### config.mk
export PLATFORM = sky130hd
export DESIGN_NAME = fetch_unit
export DESIGN_NICKNAME = d
export VERILOG_FILES = /design/src/rtl/mips_pkg.sv /design/src/rtl/next_pc_logic.sv /design/src/rtl/fetch_unit.sv
export SDC_FILE = /design/constraint.sdc
export NUM_CORES = 1
export LEC_CHECK = 0
export BUFFER_PORTS_ARGS = -buffer_cell sky130_fd_sc_hd__buf_2
export CAP_MARGIN = 20
export CORE_MARGIN = 8
export CORE_UTILIZATION = 40
export DETAILED_ROUTE_END_ITERATION = 12
export PLACE_DENSITY = 0.68
export SYNTH_ARGS = -nofsm -noshare
export SYNTH_HDL_FRONTEND = slang
export SYNTH_SLANG_ARGS = --single-unit
### constraint.sdc
create_clock -name clk -period 4.7 [get_ports clk]
set_input_delay 0.235 -clock clk [delete_from_list [all_inputs] [get_ports clk]]
set_output_delay 0.235 -clock clk [all_outputs]
set_load 0.03 [all_outputs]
### src/rtl/mips_pkg.sv
// Shared definitions for the MIPS fetch/decode slice: decoder path codes,
// fetch sequencer states and the default halt word.
package mips_pkg;

  localparam logic [31:0] HALT_INSTR_DEFAULT = 32'hFC00_0000;

  typedef enum logic [3:0] {
    PATH_MFHI   = 4'b0000,
    PATH_ALU    = 4'b0001,
    PATH_LW     = 4'b0010,
    PATH_SW     = 4'b0011,
    PATH_BEQ    = 4'b0100,
    PATH_J      = 4'b0101,
    PATH_JAL    = 4'b0110,
    PATH_MULDIV = 4'b0111,
    PATH_JR     = 4'b1000
  } path_e;

  typedef enum logic [2:0] {
    ST_IDLE   = 3'd0,
    ST_FETCH  = 3'd1,
    ST_WAIT   = 3'd2,
    ST_DECODE = 3'd3,
    ST_EXEC   = 3'd4,
    ST_HALT   = 3'd5
  } fetch_state_e;

endpackage

### src/rtl/next_pc_logic.sv
// Combinational next-PC selection from the decoder path code, plus detection
// of a jr target that is not word aligned.
module next_pc_logic
  import mips_pkg::*;
(
  input  logic [31:0] pc,
  input  logic [3:0]  path_index,
  input  logic [25:0] jump_address,
  input  logic [31:0] imm_extended,
  input  logic [31:0] rs_data,
  input  logic        branch_taken,
  output logic [31:0] next_pc,
  output logic        misalign
);

  logic [31:0] pc4;

  assign pc4 = pc + 32'd4;

  // Next-PC mux; all arithmetic wraps modulo 2^32.
  always_comb begin
    next_pc  = pc4;
    misalign = 1'b0;
    case (path_index)
      PATH_J, PATH_JAL: begin
        next_pc = {pc4[31:28], jump_address, 2'b00};
      end
      PATH_JR: begin
        next_pc  = {rs_data[31:2], 2'b00};
        misalign = (rs_data[1:0] != 2'b00);
      end
      PATH_BEQ: begin
        if (branch_taken) begin
          next_pc = pc4 + (imm_extended << 2);
        end else begin
          next_pc = pc4;
        end
      end
      default: begin
        next_pc = pc4;
      end
    endcase
  end

endmodule

### src/rtl/fetch_unit.sv
// Instruction-fetch sequencer: owns the PC, reads instruction memory through a
// valid handshake, pulses the decoder enable and waits for execution to finish.
module fetch_unit
  import mips_pkg::*;
#(
  parameter int          ADDR_W     = 8,
  parameter logic [31:0] RESET_PC   = 32'h0000_0000,
  parameter logic [31:0] HALT_INSTR = HALT_INSTR_DEFAULT
) (
  input  logic              clk,
  input  logic              rst_n,
  input  logic              start,
  output logic              imem_ren,
  output logic [ADDR_W-1:0] imem_addr,
  input  logic [31:0]       imem_rdata,
  input  logic              imem_valid,
  output logic [31:0]       instr,
  output logic              dec_en,
  input  logic [3:0]        path_index,
  input  logic [25:0]       jump_address,
  input  logic [31:0]       imm_extended,
  input  logic [31:0]       rs_data,
  input  logic              branch_taken,
  input  logic              exec_done,
  output logic [31:0]       pc,
  output logic [31:0]       link_addr,
  output logic [31:0]       instr_count,
  output logic              halted,
  output logic              misalign_err
);

  localparam logic [2:0] IDLE   = ST_IDLE;
  localparam logic [2:0] FETCH  = ST_FETCH;
  localparam logic [2:0] WAIT   = ST_WAIT;
  localparam logic [2:0] DECODE = ST_DECODE;
  localparam logic [2:0] EXEC   = ST_EXEC;
  localparam logic [2:0] HALT   = ST_HALT;

  logic [2:0]  state;
  logic [2:0]  state_next;
  logic [31:0] next_pc;
  logic        misalign;

  assign imem_addr = pc[ADDR_W+1:2];
  assign link_addr = pc + 32'd4;

  next_pc_logic u_next_pc (
    .pc           (pc),
    .path_index   (path_index),
    .jump_address (jump_address),
    .imm_extended (imm_extended),
    .rs_data      (rs_data),
    .branch_taken (branch_taken),
    .next_pc      (next_pc),
    .misalign     (misalign)
  );

  // Sequencer next state; inputs outside their owning state are ignored.
  always_comb begin
    state_next = state;
    case (state)
      IDLE: begin
        if (start) state_next = FETCH;
        else       state_next = IDLE;
      end
      FETCH: state_next = WAIT;
      WAIT: begin
        if (imem_valid) begin
          if (imem_rdata == HALT_INSTR) state_next = HALT;
          else                          state_next = DECODE;
        end else begin
          state_next = WAIT;
        end
      end
      DECODE: state_next = EXEC;
      EXEC: begin
        if (exec_done) state_next = FETCH;
        else           state_next = EXEC;
      end
      HALT:    state_next = HALT;
      default: state_next = IDLE;
    endcase
  end

  // State, PC, counters and registered strobes derived from the next state.
  always_ff @(posedge clk or negedge rst_n) begin
    if (!rst_n) begin
      state        <= IDLE;
      pc           <= RESET_PC;
      instr        <= 32'd0;
      instr_count  <= 32'd0;
      imem_ren     <= 1'b0;
      dec_en       <= 1'b0;
      halted       <= 1'b0;
      misalign_err <= 1'b0;
    end else begin
      state    <= state_next;
      imem_ren <= (state_next == FETCH) || (state_next == WAIT);
      dec_en   <= (state_next == DECODE);
      halted   <= (state_next == HALT);
      if ((state == WAIT) && imem_valid) begin
        instr <= imem_rdata;
      end
      if ((state == EXEC) && exec_done) begin
        pc          <= next_pc;
        instr_count <= instr_count + 32'd1;
        if (misalign) misalign_err <= 1'b1;
      end
    end
  end

endmodule

==> impl_metrics.prom, run 1 <==
# TYPE chip_impl_metric gauge
chip_impl_metric{name="detailed_place_hpwl",unit="um"} 17880
chip_impl_metric{name="drt_wl_total",unit="um"} 22920
chip_impl_metric{name="drt_iter0_markers",unit=""} 383
chip_impl_metric{name="area_of_the_mapped_netlist",unit="um2"} 6879
chip_impl_metric{name="final_antenna_net_count",unit=""} 0
chip_impl_info{name="synth-main-ff-cell",value="dfrtp_1"} 1
chip_impl_metric{name="core",unit="um2"} 17060
chip_impl_metric{name="initial_utilization",unit=""} 0.4033
chip_impl_metric{name="synth_seq_cells",unit=""} 101
chip_impl_metric{name="share_comb_of_total_power",unit=""} 0.622
chip_impl_metric{name="min_period",unit="ps"} 4156
chip_impl_metric{name="synthesis.instances",unit=""} 729
chip_impl_metric{name="finalCritPeriodShare",unit=""} 0.8844
chip_impl_metric{name="overall_via_count_from_detail_route",unit=""} 6680
chip_impl_metric{name="drt-wirelength-per-cell",unit="um"} 18.91
chip_impl_metric{name="sum_of_routed_wire_segments_on_met1",unit="um"} 9567
chip_impl_metric{name="worst_hold_slack",unit="ps"} -25.89
chip_impl_metric{name="layout.nets",unit=""} 1152
chip_impl_metric{name="seq_area_frac_synth",unit=""} 0.3674
chip_impl_metric{name="swShare",unit=""} 0.5212
chip_impl_info{name="worst_path_max_delay_cell",value="dfrtp_1"} 1
chip_impl_metric{name="finalSetupTns",unit="ps"} 0
chip_impl_metric{name="power_density",unit="nW/um2"} 686.1
chip_impl_metric{name="antennaDiodeCount",unit=""} 0
chip_impl_info{name="run_status",value="complete, but fails checks"} 1
chip_impl_metric{name="power.ir.vdd_worst",unit="uV"} 453.1
chip_impl_info{name="critical_path.endpoint_type",value="flop"} 1
chip_impl_info{name="maxUsedRoutingLayer",value="met4"} 1
chip_impl_metric{name="tritoncts.num_buffers",unit=""} 9
chip_impl_metric{name="worstPathBufferInverterCount",unit=""} 0
chip_impl_metric{name="share_clk_of_total_power",unit=""} 0.129
chip_impl_metric{name="slowest_delay",unit="ps"} 490
chip_impl_metric{name="rows",unit=""} 48
chip_impl_metric{name="static-leakage-power",unit="nW"} 4.176
chip_impl_metric{name="detail_route.first_pass.iterations",unit=""} 5
chip_impl_metric{name="final_area",unit="um2"} 8723
chip_impl_metric{name="power_frac_seq",unit=""} 0.249
chip_impl_metric{name="grt_pass1_wl",unit="um"} 36110
chip_impl_info{name="synthDominantAreaCellType",value="dfrtp_1"} 1
chip_impl_metric{name="slew_headroom",unit=""} 0.3574
chip_impl_metric{name="drive_above_1_share",unit=""} 0.3536
chip_impl_metric{name="num_io_pins",unit=""} 272
chip_impl_info{name="worstHoldPathType",value="in2async"} 1
chip_impl_metric{name="dr_wl_met3",unit="um"} 1793
chip_impl_metric{name="timing.critical_path.required",unit="ps"} 4940
chip_impl_metric{name="cts.path.max_buffers",unit=""} 2
chip_impl_metric{name="number_of_antenna_violations_at_the_first_check_in_global_routing",unit=""} 0
chip_impl_info{name="critical_path.startpoint_type",value="flop"} 1
chip_impl_info{name="failed_checks",value="negative hold slack"} 1
chip_impl_metric{name="synth_area_per_cell",unit="um2"} 9.436
chip_impl_info{name="critical_path_class",value="reg2reg"} 1
chip_impl_metric{name="insertion_delay",unit="ps"} 360
chip_impl_metric{name="worst-endpoint-arrival",unit="ps"} 4400
chip_impl_metric{name="grt_start_max_net_pins",unit=""} 65
chip_impl_metric{name="synth_top_area_share",unit=""} 0.3674
chip_impl_metric{name="place_area",unit="um2"} 8421
chip_impl_metric{name="cts_setup_buffers",unit=""} 0
chip_impl_metric{name="cts_htree_levels",unit=""} 3
chip_impl_metric{name="gr-usage-all-layers",unit=""} 0.2061
chip_impl_metric{name="globalRouteOverflowTotal",unit=""} 0
chip_impl_metric{name="max_cap_violation_count",unit=""} 0
chip_impl_info{name="crit_family",value="simple AND/OR/NAND/NOR gates"} 1
chip_impl_metric{name="port_buffers",unit=""} 265
chip_impl_info{name="setup_repair_after_global_routing_missed_its_margin",value="no"} 1
chip_impl_metric{name="async_flop_share",unit=""} 1.000
chip_impl_metric{name="die_height",unit="um"} 147.1
chip_impl_metric{name="numPlacedInstances",unit=""} 1196
chip_impl_metric{name="tritoncts_num_sinks",unit=""} 101
chip_impl_metric{name="syn2layout_area_growth",unit="%"} 26.81
chip_impl_metric{name="finalClockSkew",unit="ps"} 11.25
chip_impl_metric{name="power.net_switching",unit="mW"} 3.119
chip_impl_metric{name="layoutNonFillerInstCount",unit=""} 1212
chip_impl_metric{name="timing.final.max_slew_violations",unit=""} 0
chip_impl_metric{name="synth-warning-count",unit=""} 0
chip_impl_metric{name="synth.distinct_cells",unit=""} 75
chip_impl_info{name="clock_tree_from_tritoncts",value="done"} 1
chip_impl_metric{name="setup-violations-final",unit=""} 0
chip_impl_metric{name="place_congestion",unit=""} 0.8963
chip_impl_metric{name="worstMarginPinSlew",unit="ps"} 961.0
chip_impl_metric{name="chipWidth",unit="um"} 147.1
chip_impl_metric{name="drc_errors",unit=""} 0
chip_impl_info{name="synth_most_common_cell",value="dfrtp_1"} 1
chip_impl_info{name="cts_root_buffer",value="clkbuf_16"} 1
chip_impl_info{name="synthTopCellsByArea",value="dfrtp_1 37%, xnor2_1 8.0%, ha_1 6.7%, mux2_2 5.2%, a21oi_1 3.7%"} 1
chip_impl_info{name="worstPathCellList",value="ha_1, nand4_1, nor2_2, nand3_1, nor2_2, nand2_1, xnor2_1, ha_1, a21oi_1, o21ai_0, nor4b_1, a22o_1, a31oi_1, xnor2_1, o211ai_1, o41a_1, nand3_1"} 1
chip_impl_metric{name="internal_power_component",unit="mW"} 2.866
chip_impl_metric{name="clkTransAtPathRegs",unit="ps"} 80
chip_impl_metric{name="dieArea",unit="um2"} 21650
chip_impl_metric{name="vias_in_the_first_global_route",unit=""} 6755
chip_impl_metric{name="synth-edff-count",unit=""} 0
chip_impl_metric{name="vias_per_cell",unit=""} 5.512
chip_impl_info{name="synth_commonest_cells",value="101 x dfrtp_1, 67 x nor2_1, 63 x xnor2_1"} 1
chip_impl_metric{name="fmax",unit="MHz"} 240.6
chip_impl_metric{name="critPathMaxFanout",unit=""} 7
chip_impl_metric{name="hold_viol",unit=""} 4
chip_impl_metric{name="count_of_hold_fix_buffers_inserted_at_cts",unit=""} 0
chip_impl_metric{name="met2_routed_wl",unit="um"} 11130
==> state kept, by name (all words and copies together) (netlist names) <==
register and flops:
state 3, instr_count 32, dec_en 1, pc 30, imem_ren 1, halted 1
instr 32, misalign_err 1
==> path summary, 6_finish.rpt <==
kind	to	startpoint	cells past startpoint	slack [ps]
max	pc[31]	pc[2]	17	540
min	pc[7]	rst_n	1	-30
max reg2reg	pc[31]	pc[2]	17	540
min reg2reg	instr_count[31]	instr_count[31]	1	460
max in group asynchronous	imem_ren	rst_n	2	3700
min in group clk	instr[8]	imem_rdata[8]	2	120
==> placed cells by master, fill, tap and decap left out, drive strengths merged, types with 19 or more instances in the layout <==
cell type  count
a21oi         52
a221oi        19
buf          275
dfrtp        101
ha            37
inv           20
mux2          32
nand2         61
nand3         27
nand4         19
nor2          70
o21ai         29
xnor2         63
xor2          24
==> per-stage QoR <==
step,worst slack [ps],total power [mW],util
final,543.5,5.985,0.5114
after global routing,126.4,6.372,0.5114
after global placement,606.6,5.167,0.4937
after floorplan,535.2,4.192,-
after detailed placement,469.0,5.205,0.4937
after CTS,451.5,6.001,0.5113
==> layout make-up <==
class                   instances  area [um2]
clock buffers                   9       225.2
clock inverters                 7       75.07
flip-flops and latches        101        2527
fillers                      1586        8333
repair buffers                275        1404
multi-input cells             579        4150
inverters                      16       60.06
well taps                     225       281.5
==> power by group through the flow <==
stage / Sequential, mW / Combinational (mW) / Clock, mW
finish: 1.49 / 3.72 / 0.774
global route: 1.53 / 4.01 / 0.828
CTS: 1.48 / 3.73 / 0.790
detailed placement: 1.50 / 3.71 / 0
global placement: 1.48 / 3.68 / 0
floorplan: 2.01 / 2.18 / 0
==> logic make-up after synthesis <==
| kind of cell | Yosys count | share of synthesized area |
|---|---|---|
| AOI/OAI and AO/OA | 184 | 0.1901 |
| xor gates and xnor gates | 87 | 0.1108 |
| adders and majority gates | 38 | 0.07021 |
| buffers and inverters | 52 | 0.03529 |
| DFF | 101 | 0.3674 |
| muxes | 34 | 0.05529 |
| other | 1 | 0.0005451 |
| and+or+nand+nor | 232 | 0.1704 |
==> metal layers <==
metal  vias to the layer above  global-route usage
li1                       3182                   -
met1                      3208              0.2590
met2                       255              0.3429
met3                        35             0.04829
met4                         0             0.06476
met5                         -                   0
==> timing repair <==
item | in CTS | in global routing
resized for setup | 0 | 1
endpoints found under the hold margin | 0 | 0
setup endpoints to repair | 0 | 1
Power figures use the tool's default switching activity.
==> run 2: changes to the inputs <==
--- a/config.mk
+++ b/config.mk
@@ -10,7 +10,9 @@
 export CORE_MARGIN = 8
 export CORE_UTILIZATION = 40
 export DETAILED_ROUTE_END_ITERATION = 12
-export PLACE_DENSITY = 0.68
+export PLACE_DENSITY = 0.66
+export SKIP_CTS_REPAIR_TIMING = 1
 export SYNTH_ARGS = -nofsm -noshare
 export SYNTH_HDL_FRONTEND = slang
+export SYNTH_HIERARCHICAL = 1
 export SYNTH_SLANG_ARGS = --single-unit
==> run 2 against run 1 <==
Against the previous run: highest routed layer unchanged; critical path depth fell by 2; cell count up 10%; total power is 6.3% lower; the run still ends with negative hold slack left; critical endpoint unchanged.
==> impl_metrics.prom, run 2 <==
# TYPE chip_impl_metric gauge
chip_impl_metric{name="tritoncts_num_sinks",unit=""} 103
chip_impl_metric{name="final_antenna_net_count",unit=""} 0
chip_impl_metric{name="synth-warning-count",unit=""} 6
chip_impl_metric{name="die_height",unit="um"} 155.1
chip_impl_metric{name="dieArea",unit="um2"} 24050
chip_impl_info{name="cts_root_buffer",value="clkbuf_16"} 1
chip_impl_info{name="synth_most_common_cell",value="dfrtp_1"} 1
chip_impl_metric{name="globalRouteOverflowTotal",unit=""} 0
chip_impl_metric{name="async_flop_share",unit=""} 1.000
chip_impl_metric{name="cts.path.max_buffers",unit=""} 2
chip_impl_metric{name="clkTransAtPathRegs",unit="ps"} 80
chip_impl_metric{name="synth_area_per_cell",unit="um2"} 9.563
chip_impl_metric{name="worst_hold_slack",unit="ps"} -26.37
chip_impl_metric{name="area_of_the_mapped_netlist",unit="um2"} 7736
chip_impl_metric{name="cts_htree_levels",unit=""} 3
chip_impl_metric{name="synth_area_in_compound_gates",unit=""} 0.1488
chip_impl_metric{name="worstMarginPinSlew",unit="ps"} 975.2
chip_impl_metric{name="place_congestion",unit=""} 0.9133
chip_impl_metric{name="adder_and_majority_gate_portion_of_the_synthesized_area",unit=""} 0.06081
chip_impl_metric{name="share_comb_of_total_power",unit=""} 0.595
chip_impl_metric{name="synthMuxAreaShare",unit=""} 0.09445
chip_impl_metric{name="swShare",unit=""} 0.5038
chip_impl_metric{name="min_period",unit="ps"} 4286
chip_impl_metric{name="num_io_pins",unit=""} 272
chip_impl_metric{name="synthesis.instances",unit=""} 809
chip_impl_metric{name="drc_errors",unit=""} 0
chip_impl_metric{name="finalCritPeriodShare",unit=""} 0.9118
chip_impl_info{name="synth_commonest_cells",value="103 x dfrtp_1, 64 x mux2_2, 62 x xnor2_1"} 1
chip_impl_metric{name="drt-wirelength-per-cell",unit="um"} 19.15
chip_impl_metric{name="grt_pass1_wl",unit="um"} 40580
chip_impl_metric{name="share_clk_of_total_power",unit=""} 0.138
chip_impl_metric{name="place_area",unit="um2"} 9308
chip_impl_metric{name="overall_via_count_from_detail_route",unit=""} 7305
chip_impl_metric{name="number_of_antenna_violations_at_the_first_check_in_global_routing",unit=""} 4
chip_impl_metric{name="timing.final.max_slew_violations",unit=""} 0
chip_impl_metric{name="vias_in_the_first_global_route",unit=""} 7621
chip_impl_info{name="largestRegisters",value="instr: 32 flops, instr_count: 32 flops, pc: 32 flops"} 1
chip_impl_metric{name="synth-edff-count",unit=""} 0
chip_impl_metric{name="finalSetupTns",unit="ps"} 0
chip_impl_metric{name="drt_wl_total",unit="um"} 25600
chip_impl_metric{name="layoutNonFillerInstCount",unit=""} 1337
chip_impl_metric{name="detail_route.first_pass.iterations",unit=""} 7
chip_impl_metric{name="seq_area_frac_synth",unit=""} 0.3332
chip_impl_info{name="synthTopCellsByArea",value="dfrtp_1 33%, mux2_2 9.3%, xnor2_1 7.0%, ha_1 5.8%, xor2_1 5.7%"} 1
chip_impl_metric{name="report.power.total",unit="mW"} 5.611
chip_impl_metric{name="drt_iter0_markers",unit=""} 491
chip_impl_metric{name="fmax",unit="MHz"} 233.3
chip_impl_info{name="critical_path.endpoint_type",value="flop"} 1
chip_impl_metric{name="synth.distinct_cells",unit=""} 76
chip_impl_metric{name="syn2layout_area_growth",unit="%"} 24.34
chip_impl_info{name="setup_repair_after_global_routing_missed_its_margin",value="no"} 1
chip_impl_metric{name="insertion_delay",unit="ps"} 350
chip_impl_info{name="synthDominantAreaCellType",value="dfrtp_1"} 1
chip_impl_metric{name="numPlacedInstances",unit=""} 1317
chip_impl_metric{name="place_ws",unit="ps"} 484.1
chip_impl_metric{name="critPathMaxFanout",unit=""} 9
chip_impl_info{name="worstHoldPathType",value="in2async"} 1
chip_impl_metric{name="power.net_switching",unit="mW"} 2.827
chip_impl_info{name="combinational_family_with_the_most_area_after_synthesis",value="simple AND/OR/NAND/NOR gates"} 1
chip_impl_metric{name="finalClockSkew",unit="ps"} 9.637
chip_impl_metric{name="synth_seq_cells",unit=""} 103
chip_impl_metric{name="power.ir.vdd_worst",unit="uV"} 278.4
chip_impl_metric{name="power_density",unit="nW/um2"} 583.3
chip_impl_info{name="critical_path_class",value="reg2reg"} 1
chip_impl_info{name="clock_tree_from_tritoncts",value="done"} 1
chip_impl_metric{name="port_buffers",unit=""} 269
chip_impl_metric{name="initial_utilization",unit=""} 0.4028
chip_impl_metric{name="vias_per_cell",unit=""} 5.464
chip_impl_metric{name="gr-usage-all-layers",unit=""} 0.2100
chip_impl_info{name="critical_path.startpoint_type",value="flop"} 1
chip_impl_metric{name="worst-endpoint-arrival",unit="ps"} 4510
chip_impl_metric{name="layout.nets",unit=""} 1232
chip_impl_info{name="failed_checks",value="negative hold slack"} 1
chip_impl_metric{name="synth_nets",unit=""} 978
chip_impl_metric{name="final_util",unit=""} 0.5008
chip_impl_metric{name="drive_above_1_share",unit=""} 0.3605
chip_impl_info{name="commonest_cells_after_routing_fill_and_taps_aside",value="268 x buf_2, 103 x dfrtp_1, 64 x mux2_2"} 1
chip_impl_metric{name="timing.critical_path.required",unit="ps"} 4930
chip_impl_metric{name="slew_headroom",unit=""} 0.3483
chip_impl_info{name="synth-main-ff-cell",value="dfrtp_1"} 1
chip_impl_info{name="layout.cells.most_common",value="buf_2"} 1
chip_impl_metric{name="setup_ws",unit="ps"} 414.3
chip_impl_metric{name="setup-violations-final",unit=""} 0
chip_impl_metric{name="chipWidth",unit="um"} 155.1
chip_impl_metric{name="final_area",unit="um2"} 9619
chip_impl_metric{name="power_frac_seq",unit=""} 0.267
chip_impl_metric{name="rows",unit=""} 51
chip_impl_metric{name="synth_simple_gate_area_share",unit=""} 0.1976
chip_impl_metric{name="grt_start_max_net_pins",unit=""} 61
chip_impl_info{name="run_status",value="complete, but fails checks"} 1
chip_impl_metric{name="timing.reg2reg.worst_path_depth",unit=""} 15
chip_impl_metric{name="synth_top_area_share",unit=""} 0.3332
chip_impl_metric{name="hold_viol",unit=""} 19
chip_impl_metric{name="internal_power_component",unit="mW"} 2.784
chip_impl_metric{name="static-leakage-power",unit="nW"} 4.734
chip_impl_metric{name="max_cap_violation_count",unit=""} 0
chip_impl_metric{name="synth_xor_xnor_area_share",unit=""} 0.1268
chip_impl_metric{name="core",unit="um2"} 19210
chip_impl_metric{name="tritoncts.num_buffers",unit=""} 9
chip_impl_metric{name="detailed_place_hpwl",unit="um"} 20010
## run 2: power by group through the flow
stage	combinational (mW)	sequential (mW)	clock, mW
6_report	3.34	1.50	0.774
5_1_grt	3.61	1.55	0.834
4_1_cts	3.35	1.50	0.800
3_5_place_dp	3.33	1.51	0
3_3_place_gp	3.31	1.50	0
2_1_floorplan	1.86	2.03	0
## run 2: final timing paths
| check | from | to | slack [ps] |
|---|---|---|---|
| max | pc[6] | pc[31] | 410 |
| min | rst_n | instr_count[30] | -30 |
| max reg2reg | pc[6] | pc[31] | 410 |
| min reg2reg | instr_count[31] | instr_count[31] | 460 |
| max in group asynchronous | rst_n | instr[31] | 3630 |
| min in group clk | imem_rdata[19] | instr[19] | 120 |
## run 2: cell families after synthesis
logic type | after synthesis
simple gates | 277
mux | 65
xor+xnor | 112
fa+ha+maj | 37
compound gates | 156
buf+inv | 59
flops | 103
## run 2: layout make-up
cell class | count | area (um2)
Inverter | 19 | 71.32
Sequential cell | 103 | 2577
Multi-Input combinational cell | 647 | 4873
Tap cell | 265 | 331.6
Antenna cell | 4 | 10.01
Clock buffer | 10 | 239.0
Fill cell | 1824 | 9588
Timing Repair Buffer | 283 | 1454
Clock inverter | 6 | 62.56
## run 2: metal layers
layer	GRT usage	wire length [um]	part of all wire	vias to the layer above
met5	0	0	0	-
met4	0.08213	718	0.028	0
met3	0.04411	1809	0.071	36
met2	0.3481	12080	0.47	267
met1	0.2630	10990	0.43	3476
li1	-	-	-	3526
## run 2: worst max-delay path, stage by stage (launching register included)
cell and delay, ps:
dfrtp_1 500, and4_1 270, and3_1 310, and2_1 310, nand3_1 130, xnor2_1 190
ha_1 460, nand4_1 210, nor4_1 360, o211ai_1 180, a41oi_1 340, o41ai_1 130
xor2_1 160, o211ai_1 180, o311ai_1 130, mux2_2 310
